## config.mk

```make
export PLATFORM = sky130hd
export DESIGN_NAME = maple_frame_tx
export DESIGN_NICKNAME = d
export VERILOG_FILES = /design/src/rtl/maple_pkg.sv /design/src/rtl/maple_tick_gen.sv /design/src/rtl/maple_frame_tx.sv
export SDC_FILE = /design/constraint.sdc
export NUM_CORES = 1
export LEC_CHECK = 0
export ABC_AREA = 1
export BUFFER_PORTS_ARGS = -buffer_cell sky130_fd_sc_hd__buf_4
export CAP_MARGIN = 20
export CORE_ASPECT_RATIO = 0.75
export CORE_UTILIZATION = 30
export DETAILED_ROUTE_END_ITERATION = 16
export REMOVE_ABC_BUFFERS = 1
export SLEW_MARGIN = 10
export SYNTH_ARGS = -nofsm -noshare
export SYNTH_HDL_FRONTEND = slang
export SYNTH_HIERARCHICAL = 1
export SYNTH_SLANG_ARGS = --single-unit
```

## constraint.sdc

```tcl
create_clock -name clk -period 1.66 [get_ports clk]
set_input_delay 0.332 -clock clk [delete_from_list [all_inputs] [get_ports clk]]
set_output_delay 0.332 -clock clk [all_outputs]
set_load 0.005 [all_outputs]
```

## src/rtl/maple_pkg.sv

```systemverilog
// Shared state encoding, pattern lengths and line helpers for the Maple transmitter.
// MAPLE_TX_CRC_EN adds the trailing XOR byte state.
package maple_pkg;

    localparam int START_TICKS = 9;
    localparam int END_TICKS   = 6;
    localparam int BYTE_BITS   = 8;
    localparam int SLOT_W      = 4;
    localparam int DATA_SLOTS  = 2 * BYTE_BITS;

    typedef enum logic [2:0] {
        ST_IDLE,
        ST_START,
        ST_DATA,
`ifdef MAPLE_TX_CRC_EN
        ST_CRC,
`endif
        ST_END
    } state_t;

    typedef struct packed {
        logic p1;
        logic p5;
    } lines_t;

    // Even bits lead on SDCKA with data on SDCKB; odd bits swap roles.
    function automatic lines_t bit_open(input logic odd, input logic d);
        lines_t l;
        if (odd) begin
            l.p1 = d;
            l.p5 = 1'b1;
        end else begin
            l.p1 = 1'b1;
            l.p5 = d;
        end
        return l;
    endfunction

endpackage

```

## src/rtl/maple_tick_gen.sv

```systemverilog
// Bus tick strobe: one pulse every CLK_DIV clocks, realigned by restart.
module maple_tick_gen #(
    parameter int CLK_DIV = 4
) (
    input  logic clk,
    input  logic rst_n,
    input  logic restart,
    output logic tick
);

    localparam int CW = (CLK_DIV > 1) ? $clog2(CLK_DIV) : 1;
    localparam logic [CW-1:0] LAST = CW'(CLK_DIV - 1);

    logic [CW-1:0] cnt;

    always_ff @(posedge clk or negedge rst_n) begin
        if (!rst_n) begin
            cnt <= '0;
        end else if (restart || cnt == LAST) begin
            cnt <= '0;
        end else begin
            cnt <= cnt + CW'(1);
        end
    end

    assign tick = (cnt == LAST);

endmodule

```

## src/rtl/maple_frame_tx.sv

```systemverilog
// Maple bus frame transmitter: start pattern, two-phase data bits, end pattern.
// Define MAPLE_TX_CRC_EN to append the XOR of all frame bytes.
module maple_frame_tx
    import maple_pkg::*;
#(
    parameter int CLK_DIV   = 4,
    parameter int NUM_PORTS = 4,
    parameter int PORT_W    = $clog2(NUM_PORTS)
) (
    input  logic              clk,
    input  logic              rst_n,
    input  logic [7:0]        in_data,
    input  logic              in_valid,
    input  logic              in_last,
    output logic              in_ready,
    input  logic [PORT_W-1:0] port_sel_in,
    output logic [PORT_W-1:0] port_select,
    output logic              out_p1,
    output logic              out_p5,
    output logic              oe,
    output logic              busy,
    output logic              done,
    output logic              underrun
);

    localparam logic [SLOT_W-1:0] START_LAST = SLOT_W'(START_TICKS - 1);
    localparam logic [SLOT_W-1:0] DATA_LAST  = SLOT_W'(DATA_SLOTS - 1);
    localparam logic [SLOT_W-1:0] END_LAST   = SLOT_W'(END_TICKS - 1);
    localparam logic [SLOT_W-1:0] END_P5     = SLOT_W'(END_TICKS - 2);

    state_t            state;
    logic [SLOT_W-1:0] slot;
    logic [7:0]        shifter;
    logic              last_q;
    logic              idle_rdy;
    logic              tick;
    logic              accept;
    logic              byte_end;
    logic              st_idle;
    logic              st_start;
    logic              st_bits;
    logic              st_end;
    logic [2:0]        bit_idx;
    logic [2:0]        nxt_bit;
    lines_t            nxt_open;
    lines_t            load_open;
`ifdef MAPLE_TX_CRC_EN
    logic [7:0]        crc;
`endif

    maple_tick_gen #(
        .CLK_DIV(CLK_DIV)
    ) u_tick (
        .clk    (clk),
        .rst_n  (rst_n),
        .restart(accept),
        .tick   (tick)
    );

    assign st_idle  = (state == ST_IDLE);
    assign st_start = (state == ST_START);
    assign st_end   = (state == ST_END);
`ifdef MAPLE_TX_CRC_EN
    assign st_bits  = (state == ST_DATA) || (state == ST_CRC);
`else
    assign st_bits  = (state == ST_DATA);
`endif

    // Slot within a byte is {bit index, phase}; phase 1 is tick B.
    assign bit_idx   = slot[3:1];
    assign nxt_bit   = bit_idx + 3'd1;
    assign nxt_open  = bit_open(nxt_bit[0], shifter[3'd7 - nxt_bit]);
    assign load_open = bit_open(1'b0, in_data[7]);

    assign accept   = st_idle && idle_rdy && in_valid;
    assign byte_end = (state == ST_DATA) && (slot == DATA_LAST) && tick;
    assign in_ready = idle_rdy || (byte_end && !last_q);

    always_ff @(posedge clk or negedge rst_n) begin
        if (!rst_n) begin
            state       <= ST_IDLE;
            slot        <= '0;
            shifter     <= '0;
            last_q      <= 1'b0;
            idle_rdy    <= 1'b0;
            port_select <= '0;
            out_p1      <= 1'b1;
            out_p5      <= 1'b1;
            oe          <= 1'b0;
            busy        <= 1'b0;
            done        <= 1'b0;
            underrun    <= 1'b0;
`ifdef MAPLE_TX_CRC_EN
            crc         <= '0;
`endif
        end else begin
            done     <= 1'b0;
            underrun <= 1'b0;
            unique case (1'b1)
                st_idle: begin
                    idle_rdy <= 1'b1;
                    if (accept) begin
                        state       <= ST_START;
                        slot        <= '0;
                        shifter     <= in_data;
                        last_q      <= in_last;
                        port_select <= port_sel_in;
                        idle_rdy    <= 1'b0;
                        oe          <= 1'b1;
                        busy        <= 1'b1;
                        out_p1      <= 1'b0;
                        out_p5      <= 1'b1;
`ifdef MAPLE_TX_CRC_EN
                        crc         <= in_data;
`endif
                    end
                end
                st_start: begin
                    if (tick) begin
                        if (slot == START_LAST) begin
                            state <= ST_DATA;
                            slot  <= '0;
                            {out_p1, out_p5} <= bit_open(1'b0, shifter[7]);
                        end else begin
                            slot   <= slot + SLOT_W'(1);
                            out_p5 <= slot[0];
                        end
                    end
                end
                st_bits: begin
                    if (tick) begin
                        if (!slot[0]) begin
                            slot <= slot + SLOT_W'(1);
                            if (bit_idx[0]) begin
                                out_p5 <= 1'b0;
                            end else begin
                                out_p1 <= 1'b0;
                            end
                        end else if (slot != DATA_LAST) begin
                            slot <= slot + SLOT_W'(1);
                            {out_p1, out_p5} <= nxt_open;
                        end else if (state == ST_DATA && !last_q) begin
                            slot <= '0;
                            if (in_valid) begin
                                shifter <= in_data;
                                last_q  <= in_last;
                                {out_p1, out_p5} <= load_open;
`ifdef MAPLE_TX_CRC_EN
                                crc     <= crc ^ in_data;
`endif
                            end else begin
                                // Caller stalled: close the frame early.
                                underrun <= 1'b1;
                                state    <= ST_END;
                                out_p1   <= 1'b1;
                                out_p5   <= 1'b0;
                            end
`ifdef MAPLE_TX_CRC_EN
                        end else if (state == ST_DATA) begin
                            state   <= ST_CRC;
                            slot    <= '0;
                            shifter <= crc;
                            {out_p1, out_p5} <= bit_open(1'b0, crc[7]);
`endif
                        end else begin
                            state  <= ST_END;
                            slot   <= '0;
                            out_p1 <= 1'b1;
                            out_p5 <= 1'b0;
                        end
                    end
                end
                st_end: begin
                    if (tick) begin
                        slot <= slot + SLOT_W'(1);
                        if (slot == END_LAST) begin
                            state    <= ST_IDLE;
                            slot     <= '0;
                            oe       <= 1'b0;
                            busy     <= 1'b0;
                            done     <= 1'b1;
                            idle_rdy <= 1'b1;
                            out_p1   <= 1'b1;
                            out_p5   <= 1'b1;
                        end else if (slot == END_P5) begin
                            out_p5 <= 1'b1;
                        end else begin
                            out_p1 <= slot[0];
                        end
                    end
                end
                default: begin
                    state <= ST_IDLE;
                end
            endcase
        end
    end

endmodule

```

==> flow_summary.ini, run 1 <==
[worst_setup_path]
crit_path_start_kind = register
ff2ff_setup_slack_ns = -0.02
r2r_cells = 10
arrival_ns = 1.50
critPathKind = reg -> out
r2r-end = state[0]
end_kind = primary output
reg2reg_from = slot[1]
cp_max_fo = 2
worstPathRequired_ns = 1.33

[detailed_routing]
first_pass_iters = 4
routed_via_density = 4.61
drc = 0
ant_nets = 0
route.vias.total = 1506
drt_iter0_markers = 97
wl_per_cell_um = 13.0
wirelength_um = 4260

[place]
portBuffers = 22
place.gp.congestion = 0.880
hpwl_um = 3000

[floorplan]
die_h_um = 65.2
ioPinCount = 23
start_util_pct = 31.8
die_area_mm2 = 0.00562
core_area_mm2 = 0.00501
row_count = 22
die_w_um = 86.2

[power_and_ir_drop]
irDropWorstVdd_uv = 554
finalPower_uw = 4360
p_per_area_mw_per_mm2 = 1900
p_leak_uw = 0.00110

[outcome]
outcome = finished with violations
violations = negative setup slack

[yosys]
synth_edf_count = 0
synth_ff_type = dfrtp_1
synth.distinct_cells = 31
syn_area_mm2 = 0.00160
synthArstFlopShare_pct = 100
syn_avg_cell_area_um2 = 7.78
yosys_warnings = 6
seq_area_frac_synth_pct = 39.4
netlist_instances = 205
ys_ff_latch = 25

[global_routing]
antenna_found_initial = 0
grt_pass1_wl_um = 6560
grt_max_degree = 26
grtUsageTotal_pct = 15.4
gr-total-overflow = 0
grt_pass1_vias = 1317

[cts]
insertion_delay_ns = 0.28
cts_tree = done
clock-sinks = 25
clk_pin_slew_worst_paths_ns = 0.09
clk_path_buf_depth = 2
htree_levels = 1
clockRootBuffer = clkbuf_8
cts-buffers-inserted = 3

[cells_and_area]
drive_gt1_share_pct = 39.6
final_cell_mix = nand2_1, buf_4, dfrtp_1
antenna_cells = 0
postLayoutCoreUtil_pct = 45.7
final_nets = 281
area_growth_pct = 43.5
mostFrequentLayoutCell = nand2_1

[sta]
fmax_ghz = 0.546
rsz0062_at_grt = yes
fin_ws_ns = -0.170
slew_headroom_pct = 76.8
period_share_pct = 110
final_max_slew_viol_count = 0
skew_ns = 0.00499
setup_violations = 4
tightest_slew_ns = 0.347
hold_viol = 0
fin_crit_ns = 1.83

[job]
maxCapViolations = 0

[min_path]
worstHoldPathCells = 3
hold_end = port_select[0]
hold_path_class = in -> reg
min-delay-start = port_sel_in[0]
==> metrics by stage <==
| stage | instance area, um2 | instances | hold slack (ns) | TNS [ns] | setup slack [ns] |
|---|---|---|---|---|---|
| floorplan | 1580 | 202 | 0.0364 | -0.0245 | -0.0245 |
| global placement | 1970 | 315 | 0.263 | 0 | 0.0164 |
| detailed placement | 1970 | 315 | 0.266 | -0.0788 | -0.0498 |
| CTS | 2120 | 326 | 0.231 | -0.498 | -0.194 |
| global route | 2290 | 327 | 0.243 | -0.773 | -0.236 |
| finish | 2290 | 327 | 0.245 | -0.197 | -0.170 |
==> routing by layer <==
layer | global-route usage [%] | vias up | share of wire [%]
met3 | 3.14 | 5 | 3.3
met4 | 3.75 | 0 | 0.96
li1 | - | 751 | -
met1 | 23.0 | 725 | 52
met2 | 22.7 | 25 | 43
met5 | 0 | - | 0
==> where the power goes <==
group	internal (uW)	switching [uW]
Clock	169	218
Combinational	1250	1630
Sequential	884	212
Total	2300	2060
==> registers in the layout (all words and copies together) (netlist names) <==
name	cells
out_p1	1
done	1
slot	4
port_select	2
underrun	1
state	2
shifter	8
out_p5	1
idle_rdy	1
last_q	1
u_tick/cnt	2
busy	1
==> area by class of cell <==
type,count,area [um2]
Multi-Input combinational cell,153,1040
Tap cell,72,90.1
Clock buffer,3,41.3
Fill cell,501,2720
Clock inverter,1,5.00
Timing Repair Buffer,49,389
Inverter,24,92.6
Sequential cell,25,629
==> synth_stat cells (2+ instances only) <==
cell type	count	area [um2]
inv_2	3	11.3
dfrtp_1	23	576
nand2_2	5	31.3
a21oi_2	2	17.5
nand2_1	65	244
nand3_1	21	105
a21oi_1	8	40.0
nand3_2	4	40.0
ha_1	11	138
nor2_1	13	48.8
o22ai_1	3	18.8
o21ai_0	3	15.0
nand3b_1	2	15.0
buf_4	2	15.0
nor2_2	3	18.8
dfstp_2	2	52.6
inv_1	21	78.8
==> worst max-delay path by stage <==
| stage | cells past startpoint | from | to |
|---|---|---|---|
| global route | 6 | state[0] | in_ready |
| detailed placement | 11 | state[0] | out_p1 |
| global placement | 5 | slot[1] | in_ready |
| finish | 6 | state[0] | in_ready |
| CTS | 6 | state[0] | in_ready |
| floorplan | 5 | state[0] | in_ready |
==> kinds of logic after synthesis <==
logic type,synth area share (%)
flops,39.4
simple gates,35.7
buf+inv,6.90
fa+ha+maj,8.63
xor+xnor,0.549
compound gates,8.86
==> what timing repair did <==
action,in CTS,in global routing
endpoints found under the hold margin,23,0
gates resized for setup,11,33
endpoints found under the setup margin,6,19
pin swaps,5,15
setup buffers,6,2
hold buffers,1,0
==> worst max-delay path: stages, from the launching register on <==
cell and delay [ns]:
dfrtp_1 0.41, inv_2 0.09, ha_4 0.15, nand2_4 0.05, or3_4 0.37, nand2_2 0.07
buf_6 0.09
(Power assumes the default switching activity.)
==> run 2, diff against run 1 <==
- ABC_AREA: 1 -> 0
- GPL_TIMING_DRIVEN: unset -> 0
==> flow_summary.ini, run 2 <==
[outcome]
outcome = finished with violations
violations = negative setup slack

[worst_setup_path]
end_kind = register
crit_buf_inv = 1
crit_path_cell_trace = inv_4 > ha_4 > or2_1 > a32oi_2 > o2111a_1 > mux2_4
reg2reg_from = state[1]
crit_family = compound AO/OA/AOI/OAI gates
critPathKind = reg -> reg
worstPathRequired_ns = 1.83
cp_max_fo = 6
arrival_ns = 2.07
r2r-end = state[1]
ff2ff_setup_slack_ns = -0.24
startpoint = state[1]
r2r_cells = 6
cp_num_cells = 6
crit_end = state[1]
cpPeakStageDelay_ns = 0.46
crit_slowest_cell = dfrtp_2
crit_path_start_kind = register

[sta]
setup_violations = 18
setup-tns-final_ns = -2.71
fin_ws_ns = -0.243
hold_viol = 0
skew_ns = 0.00191
fmax_ghz = 0.525
rsz0062_at_grt = yes
tightest_slew_ns = 0.329
slew_headroom_pct = 78.1
hold_ws_ns = 0.279
fin_crit_ns = 1.90
period_share_pct = 115
final_max_slew_viol_count = 0

[cts]
clk_path_buf_depth = 2
cts-buffers-inserted = 3
cts_tree = done
clockRootBuffer = clkbuf_8
htree_levels = 1
insertion_delay_ns = 0.28
clk_pin_slew_worst_paths_ns = 0.09
clock-sinks = 25

[power_and_ir_drop]
irDropWorstVdd_uv = 234
p_leak_uw = 0.00107
p_per_area_mw_per_mm2 = 431

[floorplan]
core_area_mm2 = 0.00501
die_area_mm2 = 0.00565
start_util_pct = 32.1
ioPinCount = 23
row_count = 22
die_w_um = 86.5
die_h_um = 65.4

[yosys]
synth_common_cells = dfrtp_1, nand2_1, ha_1
synth.distinct_cells = 55
syn_avg_cell_area_um2 = 11.6
yosys_warnings = 6
yosysMostFrequentCell = dfrtp_1
netlist_instances = 138
ys_ff_latch = 25
yosys.area.top_type = dfrtp_1
synth_edf_count = 0
synthArstFlopShare_pct = 100
synth_ff_type = dfrtp_1
yosysTopAreaCellShare_pct = 35.8
synth.area.top_cells = dfrtp_1, ha_1, mux2_4, dfstp_2, nand2_1
syn_area_mm2 = 0.00161
seq_area_frac_synth_pct = 39.1

[cells_and_area]
final_cell_mix = buf_4, dfrtp_1, nand2_1
mostFrequentLayoutCell = buf_4
fill_cells = 471
top_register = shifter
drive_gt1_share_pct = 60.9
reg.largest.list = shifter: 8 flops, slot: 4 flops
fin_cells = 264
postLayoutCoreUtil_pct = 47.8
area_growth_pct = 49.1
antenna_cells = 0
largest_reg_flops = 8
final_nets = 218
design_area_mm2 = 0.00240

[global_routing]
antenna_found_initial = 0
grt_pass1_wl_um = 7020
grt_max_degree = 26
grtUsageTotal_pct = 16.2
gr-total-overflow = 0
grt_pass1_vias = 1395

[place]
portBuffers = 22
place_inst = 227
placed_area_mm2 = 0.00183
place.gp.congestion = 0.858
hpwl_um = 2640

[detailed_routing]
drc = 0
wirelength_um = 4360
routed_via_density = 5.20
first_pass_iters = 4
wl_per_cell_um = 16.5
ant_nets = 0
route.vias.total = 1374
drt_iter0_markers = 68

[min_path]
min-delay-start = in_data[1]
hold_path_class = in -> reg

[job]
maxCapViolations = 0
-- run 2: cell families after synthesis --
group / share of synthesized area [%]
buf+inv: 4.52
flops: 39.1
fa+ha+maj: 8.57
compound gates: 17.0
simple gates: 15.7
mux: 14.6
xor+xnor: 0.545
-- run 2: worst min-delay path by stage --
stage,slack [ns],endpoint,depth (start not counted)
after floorplan,0.04,busy,0
after global placement,0.25,busy,1
after detailed placement,0.26,slot[0],1
after CTS,0.27,underrun,2
after global routing,0.27,shifter[3],2
final,0.28,shifter[1],2
-- run 2: area by class of cell --
cell class	instances	area, um2	area share (%)
inverter	10	42.5	1.78
timing repair buffer	55	454	19.0
multi-input combinational	98	1130	47.0
clock buffer	3	41.3	1.72
sequential	25	636	26.5
clock inverter	1	5.00	0.209
tap	72	90.1	3.76
-- run 2: layer usage --
metal	global-route usage, %	part of all wire, %	vias to the layer above	wire (um)
li1	-	-	624	-
met1	20.9	44	694	1940
met2	28.3	49	53	2150
met3	3.02	5.8	3	251
met4	3.75	0.44	0	19
met5	0	0	-	0
-- run 2: stage by stage --
| stage | setup slack, ns | total power, uW |
|---|---|---|
| after floorplan | -0.279 | 623 |
| after global placement | -0.509 | 662 |
| after detailed placement | -0.608 | 664 |
| after CTS | -0.208 | 1050 |
| after global routing | -0.314 | 1070 |
| final | -0.243 | 1030 |
-- run 2: what timing repair did --
action / CTS / global route
endpoints found under the hold margin: 23 / 0
hold buffers: 1 / 0
setup buffers: 21 / 11
endpoints found under the setup margin: 18 / 19
resized for setup: 37 / 15
pin swaps: 8 / 9
cloned: 0 / 0
-- run 2: worst reg2reg max path: stages, from the launching register on --
cell      delay [ns]
dfrtp_2         0.46
inv_4           0.07
ha_4            0.18
or2_1           0.24
a32oi_2         0.26
o2111a_1        0.27
mux2_4          0.31
-- run 2: power by group --
group	switching, uW	internal, uW	leakage, uW
Combinational	21.2	22.3	0.000726
Sequential	0	609	0.000315
Clock	211	169	0.0000255
Total	232	800	0.00107
